**src/rtl/note_seq_gen_pkg.sv**
```systemverilog
// ============================================================================
// Module      : note_seq_gen_pkg
// Description : Shared definitions for the note-word transmitter and the
//               note-word classifier: note codes, word-type codes, sequence
//               lengths and small helper functions.
// Contents    : note_t, NULL_NOTE1/2, NOTE_DO..NOTE_SI, NOTE_DO_M..NOTE_SI_M,
//               TIPO_SEM/ADJ/COMP/ADV, SEQ_LEN_SHORT/LONG, IDX_W,
//               is_null_note(), seq_len()
// Revision    : 1.0 - initial release
// ============================================================================
`default_nettype none

package note_seq_gen_pkg;

  typedef logic [3:0] note_t;

  // Null notes: both codes mean "no note"; the transmitter only ever emits 0.
  localparam note_t NULL_NOTE1 = 4'd0;
  localparam note_t NULL_NOTE2 = 4'd8;

  // Natural notes
  localparam note_t NOTE_DO  = 4'd1;
  localparam note_t NOTE_RE  = 4'd2;
  localparam note_t NOTE_MI  = 4'd3;
  localparam note_t NOTE_FA  = 4'd4;
  localparam note_t NOTE_SOL = 4'd5;
  localparam note_t NOTE_LA  = 4'd6;
  localparam note_t NOTE_SI  = 4'd7;

  // Minor notes
  localparam note_t NOTE_DO_M  = 4'd9;
  localparam note_t NOTE_RE_M  = 4'd10;
  localparam note_t NOTE_MI_M  = 4'd11;
  localparam note_t NOTE_FA_M  = 4'd12;
  localparam note_t NOTE_SOL_M = 4'd13;
  localparam note_t NOTE_LA_M  = 4'd14;
  localparam note_t NOTE_SI_M  = 4'd15;

  // Word types
  localparam logic [1:0] TIPO_SEM  = 2'b00;
  localparam logic [1:0] TIPO_ADJ  = 2'b01;
  localparam logic [1:0] TIPO_COMP = 2'b10;
  localparam logic [1:0] TIPO_ADV  = 2'b11;

  // Sequence lengths (including the trailing null note)
  localparam int SEQ_LEN_SHORT = 4;
  localparam int SEQ_LEN_LONG  = 5;

  // Symbol index width, wide enough to hold SEQ_LEN_LONG
  localparam int IDX_W = 3;

  function automatic logic is_null_note(input note_t n);
    return (n == NULL_NOTE1) || (n == NULL_NOTE2);
  endfunction

  // Number of symbols played for a word type; sem_tipo maps to a single
  // null symbol so that a lookup on it is harmless.
  function automatic logic [IDX_W-1:0] seq_len(input logic [1:0] t);
    logic [IDX_W-1:0] len;
    case (t)
      TIPO_ADJ:  len = IDX_W'(SEQ_LEN_SHORT);
      TIPO_COMP: len = IDX_W'(SEQ_LEN_LONG);
      TIPO_ADV:  len = IDX_W'(SEQ_LEN_LONG);
      default:   len = IDX_W'(1);
    endcase
    return len;
  endfunction

endpackage

`default_nettype wire

```
**src/rtl/note_seq_rom.sv**
```systemverilog
// ============================================================================
// Module      : note_seq_rom
// Description : Combinational note-sequence table. Returns the note code to
//               play at a given symbol index, and whether that index is the
//               final (null) symbol of the sequence.
// Ports       : tipo     in  2  word type
//               variante in  1  path select (0 = La path, 1 = Si_m path)
//               index    in  3  symbol index
//               nota1    in  4  first free note
//               nota2    in  4  second free note
//               note     out 4  note code for this index
//               last     out 1  index is the final symbol
// Revision    : 1.0 - initial release
// ============================================================================
`default_nettype none

module note_seq_rom
  import note_seq_gen_pkg::*;
(
  input  logic [1:0]       tipo,
  input  logic             variante,
  input  logic [IDX_W-1:0] index,
  input  note_t            nota1,
  input  note_t            nota2,
  output note_t            note,
  output logic             last
);

  logic [IDX_W-1:0] len;

  always_comb begin
    len  = seq_len(tipo);
    note = NULL_NOTE1;
    // Indices beyond the end also report last so a stray lookup terminates.
    last = (index >= (len - IDX_W'(1)));

    if (tipo != TIPO_SEM) begin
      case (index)
        IDX_W'(0): note = nota1;
        IDX_W'(1): note = nota2;
        IDX_W'(2): begin
          // adv always passes through La; adj/comp pick by variant
          if (tipo == TIPO_ADV)
            note = NOTE_LA;
          else
            note = variante ? NOTE_SI_M : NOTE_LA;
        end
        IDX_W'(3): begin
          case (tipo)
            TIPO_COMP: note = variante ? NOTE_RE : NOTE_DO;
            TIPO_ADV:  note = NOTE_SI_M;
            default:   note = NULL_NOTE1;
          endcase
        end
        default: note = NULL_NOTE1;
      endcase
    end
  end

endmodule

`default_nettype wire

```
**src/rtl/note_seq_gen.sv**
```systemverilog
// ============================================================================
// Module      : note_seq_gen
// Description : Note-word transmitter. On an accepted request it plays the
//               note sequence for the requested word type, one symbol per
//               2*HALF cycles: nota is held for the whole symbol and ok is
//               low for HALF cycles then high for HALF cycles, so the
//               receiver captures each note on the ok rising edge.
// Parameters  : HALF      cycles per half symbol period (>= 1)
// Ports       : clk       in  1  system clock
//               reset     in  1  asynchronous active-high reset
//               start     in  1  request strobe, sampled only in IDLE
//               tipo      in  2  word type
//               variante  in  1  path select (ignored for adv)
//               nota1     in  4  first free note
//               nota2     in  4  second free note
//               nota      out 4  note code to the receiver
//               ok        out 1  capture strobe
//               busy      out 1  sequence in progress
//               done      out 1  one-cycle completion pulse
//               erro      out 1  one-cycle rejection pulse
// Revision    : 1.0 - initial release
// ============================================================================
`default_nettype none

module note_seq_gen
  import note_seq_gen_pkg::*;
#(
  parameter int HALF = 2
)(
  input  logic       clk,
  input  logic       reset,
  input  logic       start,
  input  logic [1:0] tipo,
  input  logic       variante,
  input  logic [3:0] nota1,
  input  logic [3:0] nota2,
  output logic [3:0] nota,
  output logic       ok,
  output logic       busy,
  output logic       done,
  output logic       erro
);

  localparam int               CNT_W    = (2 * HALF > 2) ? $clog2(2 * HALF) : 1;
  localparam logic [CNT_W-1:0] CNT_LAST = CNT_W'(2 * HALF - 1);
  localparam logic [CNT_W-1:0] CNT_HALF = CNT_W'(HALF);

  typedef enum logic [0:0] {
    ST_IDLE = 1'b0,
    ST_SEND = 1'b1
  } state_t;

  state_t           state;
  logic [1:0]       tipo_q;
  logic             var_q;
  note_t            nota1_q;
  note_t            nota2_q;
  logic [IDX_W-1:0] index;
  logic [CNT_W-1:0] cnt;
  logic             last_q;   // symbol currently on the wire is the final one

  logic             req_valid;
  logic [CNT_W-1:0] cnt_inc;
  logic [1:0]       rom_tipo;
  logic             rom_var;
  note_t            rom_n1;
  note_t            rom_n2;
  logic [IDX_W-1:0] rom_index;
  note_t            rom_note;
  logic             rom_last;

  assign req_valid = (tipo != TIPO_SEM) && !is_null_note(nota1) && !is_null_note(nota2);
  assign cnt_inc   = cnt + CNT_W'(1);

  // The table is addressed with the symbol about to be loaded: in IDLE that
  // is symbol 0 of the incoming request (fields not yet latched), in SEND it
  // is the next symbol of the latched request. This lets nota be a register
  // that changes on exactly the edge where the index advances.
  always_comb begin
    if (state == ST_IDLE) begin
      rom_tipo  = tipo;
      rom_var   = variante;
      rom_n1    = nota1;
      rom_n2    = nota2;
      rom_index = '0;
    end else begin
      rom_tipo  = tipo_q;
      rom_var   = var_q;
      rom_n1    = nota1_q;
      rom_n2    = nota2_q;
      rom_index = index + IDX_W'(1);
    end
  end

  note_seq_rom u_rom (
    .tipo     (rom_tipo),
    .variante (rom_var),
    .index    (rom_index),
    .nota1    (rom_n1),
    .nota2    (rom_n2),
    .note     (rom_note),
    .last     (rom_last)
  );

  always_ff @(posedge clk or posedge reset) begin
    if (reset) begin
      state   <= ST_IDLE;
      tipo_q  <= TIPO_SEM;
      var_q   <= 1'b0;
      nota1_q <= NULL_NOTE1;
      nota2_q <= NULL_NOTE1;
      index   <= '0;
      cnt     <= '0;
      last_q  <= 1'b0;
      nota    <= NULL_NOTE1;
      ok      <= 1'b0;
      busy    <= 1'b0;
      done    <= 1'b0;
      erro    <= 1'b0;
    end else begin
      done <= 1'b0;
      erro <= 1'b0;

      case (state)
        ST_IDLE: begin
          if (start) begin
            if (req_valid) begin
              tipo_q  <= tipo;
              var_q   <= variante;
              nota1_q <= nota1;
              nota2_q <= nota2;
              index   <= '0;
              cnt     <= '0;
              nota    <= rom_note;
              last_q  <= rom_last;
              ok      <= 1'b0;
              busy    <= 1'b1;
              state   <= ST_SEND;
            end else begin
              erro <= 1'b1;
            end
          end
        end

        ST_SEND: begin
          if (cnt == CNT_LAST) begin
            // Symbol boundary: ok falls on the same edge the note changes.
            cnt <= '0;
            ok  <= 1'b0;
            if (last_q) begin
              state <= ST_IDLE;
              busy  <= 1'b0;
              nota  <= NULL_NOTE1;
              index <= '0;
              done  <= 1'b1;
            end else begin
              index  <= index + IDX_W'(1);
              nota   <= rom_note;
              last_q <= rom_last;
            end
          end else begin
            cnt <= cnt_inc;
            ok  <= (cnt_inc >= CNT_HALF);
          end
        end

        default: state <= ST_IDLE;
      endcase
    end
  end

endmodule

`default_nettype wire

```
**config.mk**
```make
export PLATFORM = sky130hd
export DESIGN_NAME = note_seq_gen
export DESIGN_NICKNAME = d
export VERILOG_FILES = /design/src/rtl/note_seq_gen_pkg.sv /design/src/rtl/note_seq_rom.sv /design/src/rtl/note_seq_gen.sv
export SDC_FILE = /design/constraint.sdc
export NUM_CORES = 1
export LEC_CHECK = 0
export ABC_CLOCK_PERIOD_IN_PS = 2850
export BUFFER_PORTS_ARGS = -buffer_cell sky130_fd_sc_hd__clkbuf_2
export CORE_ASPECT_RATIO = 1.5
export CORE_MARGIN = 5
export CORE_UTILIZATION = 45
export CTS_BUF_LIST = sky130_fd_sc_hd__clkbuf_8
export DETAILED_ROUTE_END_ITERATION = 16
export PLACE_DENSITY = 0.63
export SETUP_SLACK_MARGIN = 0.2
export SLEW_MARGIN = 10
export SYNTH_ARGS = -nofsm -noshare
export SYNTH_HDL_FRONTEND = slang
export SYNTH_SLANG_ARGS = --single-unit
```
**constraint.sdc**
```tcl
create_clock -name clk -period 2.85 [get_ports clk]
set_clock_uncertainty 0.1 [all_clocks]
set_input_delay 0.285 -clock clk [delete_from_list [all_inputs] [get_ports clk]]
set_output_delay 0.285 -clock clk [all_outputs]
set_load 0.01 [all_outputs]
```
==> flow_summary.json <==
{
  "status": "finished clean",
  "critPathLaunchType": "flop",
  "fmax_mhz": 426.0,
  "cts_buffers": 3,
  "insertion_delay_ns": 0.26,
  "multi_input_area_um2": 721.9,
  "final_max_slew_viol_count": 0,
  "grt_overflow": 0,
  "yosys_warnings": 0,
  "drtIter0Drc": 19,
  "die_h_um": 78.38,
  "cts_resized": 0,
  "vias_per_cell": 5.728,
  "crit_required_ns": 2.88,
  "final_cells": 180,
  "p_per_area_nw_per_um2": 1054,
  "initial_core_util_pct": 47.66,
  "placed_cell_area_um2": 1520,
  "area_growth_pct": 11.60,
  "io_pins": 22,
  "clock_sinks": 25,
  "io_buffers": 21,
  "synth.distinct_cells": 47,
  "relSlewSlack_pct": 36.25,
  "power_leakage_nw": 0.7378,
  "coreArea_um2": 2943,
  "final_cell_mix": "dfrtp_1, clkbuf_2, nand2_1, mux2_4, nor2_1",
  "cap_viol_max_count": 0,
  "ctsHtreeMaxLevel": 1,
  "tns_ns": 0,
  "cp_max_fo": 12,
  "die-area_um2": 4356,
  "arrival_ns": 2.38,
  "syn_inst": 121,
  "grt_max_degree": 26,
  "place_congestion": 0.9179,
  "min_period_ns": 2.348,
  "grt_antenna_before_repair": 0,
  "synth_fp_nets": 139,
  "drc": 0,
  "grt_pass1_wl_um": 5009,
  "root_buffer": "clkbuf_8",
  "clk_pin_slew_ns": 0.09,
  "regArea_um2": 625.6,
  "regToRegSetupSlack_ns": 0.50,
  "cts_max_path_buffers": 2,
  "hpwl_um": 2244,
  "worst_setup_path_end_kind": "flop",
  "hold_violations": 0,
  "ys_ff_latch": 25,
  "synth_ff_type": "dfrtp_1",
  "holdWs_ns": 0.1098,
  "drive_gt1_share_pct": 32.62,
  "ant_nets": 0,
  "synth_area_per_cell_um2": 11.59,
  "seq_area_frac_synth_pct": 44.60,
  "die_x_um": 55.59,
  "vias": 1031,
  "ys_top_cells_by_area": "dfrtp_1, mux2_4, ha_1",
  "firstDrtPassIters": 4,
  "cts_tree": "yes",
  "synth_edf_count": 0,
  "layout_commonest_cell": "dfrtp_1",
  "stdcell_area_um2": 1565,
  "cts_setup_buffers": 0,
  "insertedDiodeCount": 0,
  "tightest_slew_ns": 0.9552,
  "peakVddDrop_uv": 578.1,
  "grt_usage_pct": 14.20,
  "period_share_pct": 82.37,
  "post-place-cells": 176,
  "grt_pass1_vias": 1079,
  "netlist_area_um2": 1403,
  "cts_hold_buffers": 0,
  "path_class": "reg -> reg",
  "synth_top_area_share_pct": 44.60,
  "nets": 160,
  "wl_um": 2991,
  "yosysTopAreaCell": "dfrtp_1",
  "rsz0062_at_grt": "no",
  "synth-async-reset-ratio_pct": 100.0,
  "fillers": 308,
  "rows": 24,
  "wl_per_cell_um": 16.62,
  "hp-class": "in -> async",
  "setup_viol": 0
}
## registers in the layout, indices dropped and copies added (netlist names)
signal   flops
nota         4
var_q        1
nota2_q      4
busy         1
tipo_q       2
last_q       1
done         1
nota1_q      4
cnt          2
index        3
erro         1
state        1
## worst max-delay path, stage by stage (launching register included)
cell	delay [ns]
dfrtp_1	0.56
ha_1	0.27
xor2_1	0.35
and2_1	0.19
ha_1	0.23
a21boi_0	0.13
a221oi_1	0.29
o22ai_1	0.10
## per-layer routing
metal | up-vias | GRT usage, % | part of all wire (%)
li1 | 482 | - | -
met1 | 515 | 15.91 | 39
met2 | 28 | 26.90 | 55
met3 | 6 | 2.463 | 3.8
met4 | 0 | 4.380 | 1.9
met5 | - | 0 | 0
## cell type report
cell class,count,share of cell area (%)
Multi-Input combinational cell,86,46.12
Sequential cell,25,39.97
Timing Repair Buffer,21,6.715
Tap cell,39,3.118
Clock buffer,3,2.638
Inverter,5,1.199
Clock inverter,1,0.2398
## path summary, 6_finish.rpt
| path | startpoint | endpoint | cells past startpoint |
|---|---|---|---|
| max | index[0] | last_q | 7 |
| max reg2reg | index[0] | last_q | 7 |
| min | reset | nota2_q[2] | 2 |
| min reg2reg | nota[2] | nota[2] | 2 |
| min in group clk | variante | var_q | 2 |
| max in group asynchronous | reset | index[2] | 2 |
## cells in the mapped netlist (2+ instances only)
cell / count
a211oi_1: 3
a21boi_0: 3
a22o_1: 2
a32oi_1: 2
and2_1: 2
buf_2: 2
buf_6: 2
dfrtp_1: 25
ha_1: 4
inv_1: 4
mux2_2: 3
mux2_4: 9
mux2i_1: 2
nand2_1: 9
nand2b_1: 3
nand3_1: 2
nor2_1: 7
nor2b_1: 2
o21ai_0: 3
o21ai_1: 4
or3_4: 2
## logic make-up (layout without fill, tap and decap cells)
kind of cell,count (synthesis),in the layout,synth area share (%)
AND/OR/NAND/NOR,38,38,16.15
adder cells (fa/ha/maj),4,4,3.568
buffers and inverters,10,30,3.924
multiplexers,15,15,15.08
AO/OA/AOI/OAI,28,28,16.06
XOR/XNOR,1,1,0.6246
flip-flops,25,25,44.60
## report_power, final
| group | switching (mW) | internal, mW |
|---|---|---|
| logic | 0.357 | 0.415 |
| registers | 0.167 | 0.507 |
| clock network | 0.106 | 0.0962 |
## metrics by stage
step           total power, mW  utilization, %  worst slack, ns
6_report                 1.650           53.19           0.5025
5_1_grt                  1.770           53.19           0.3098
4_1_cts                  1.666           53.19           0.4953
3_5_place_dp             1.453           51.66           0.5239
3_3_place_gp             1.420           51.66           0.6109
2_1_floorplan            1.260               -           0.8729
Power figures use the tool's default switching activity.
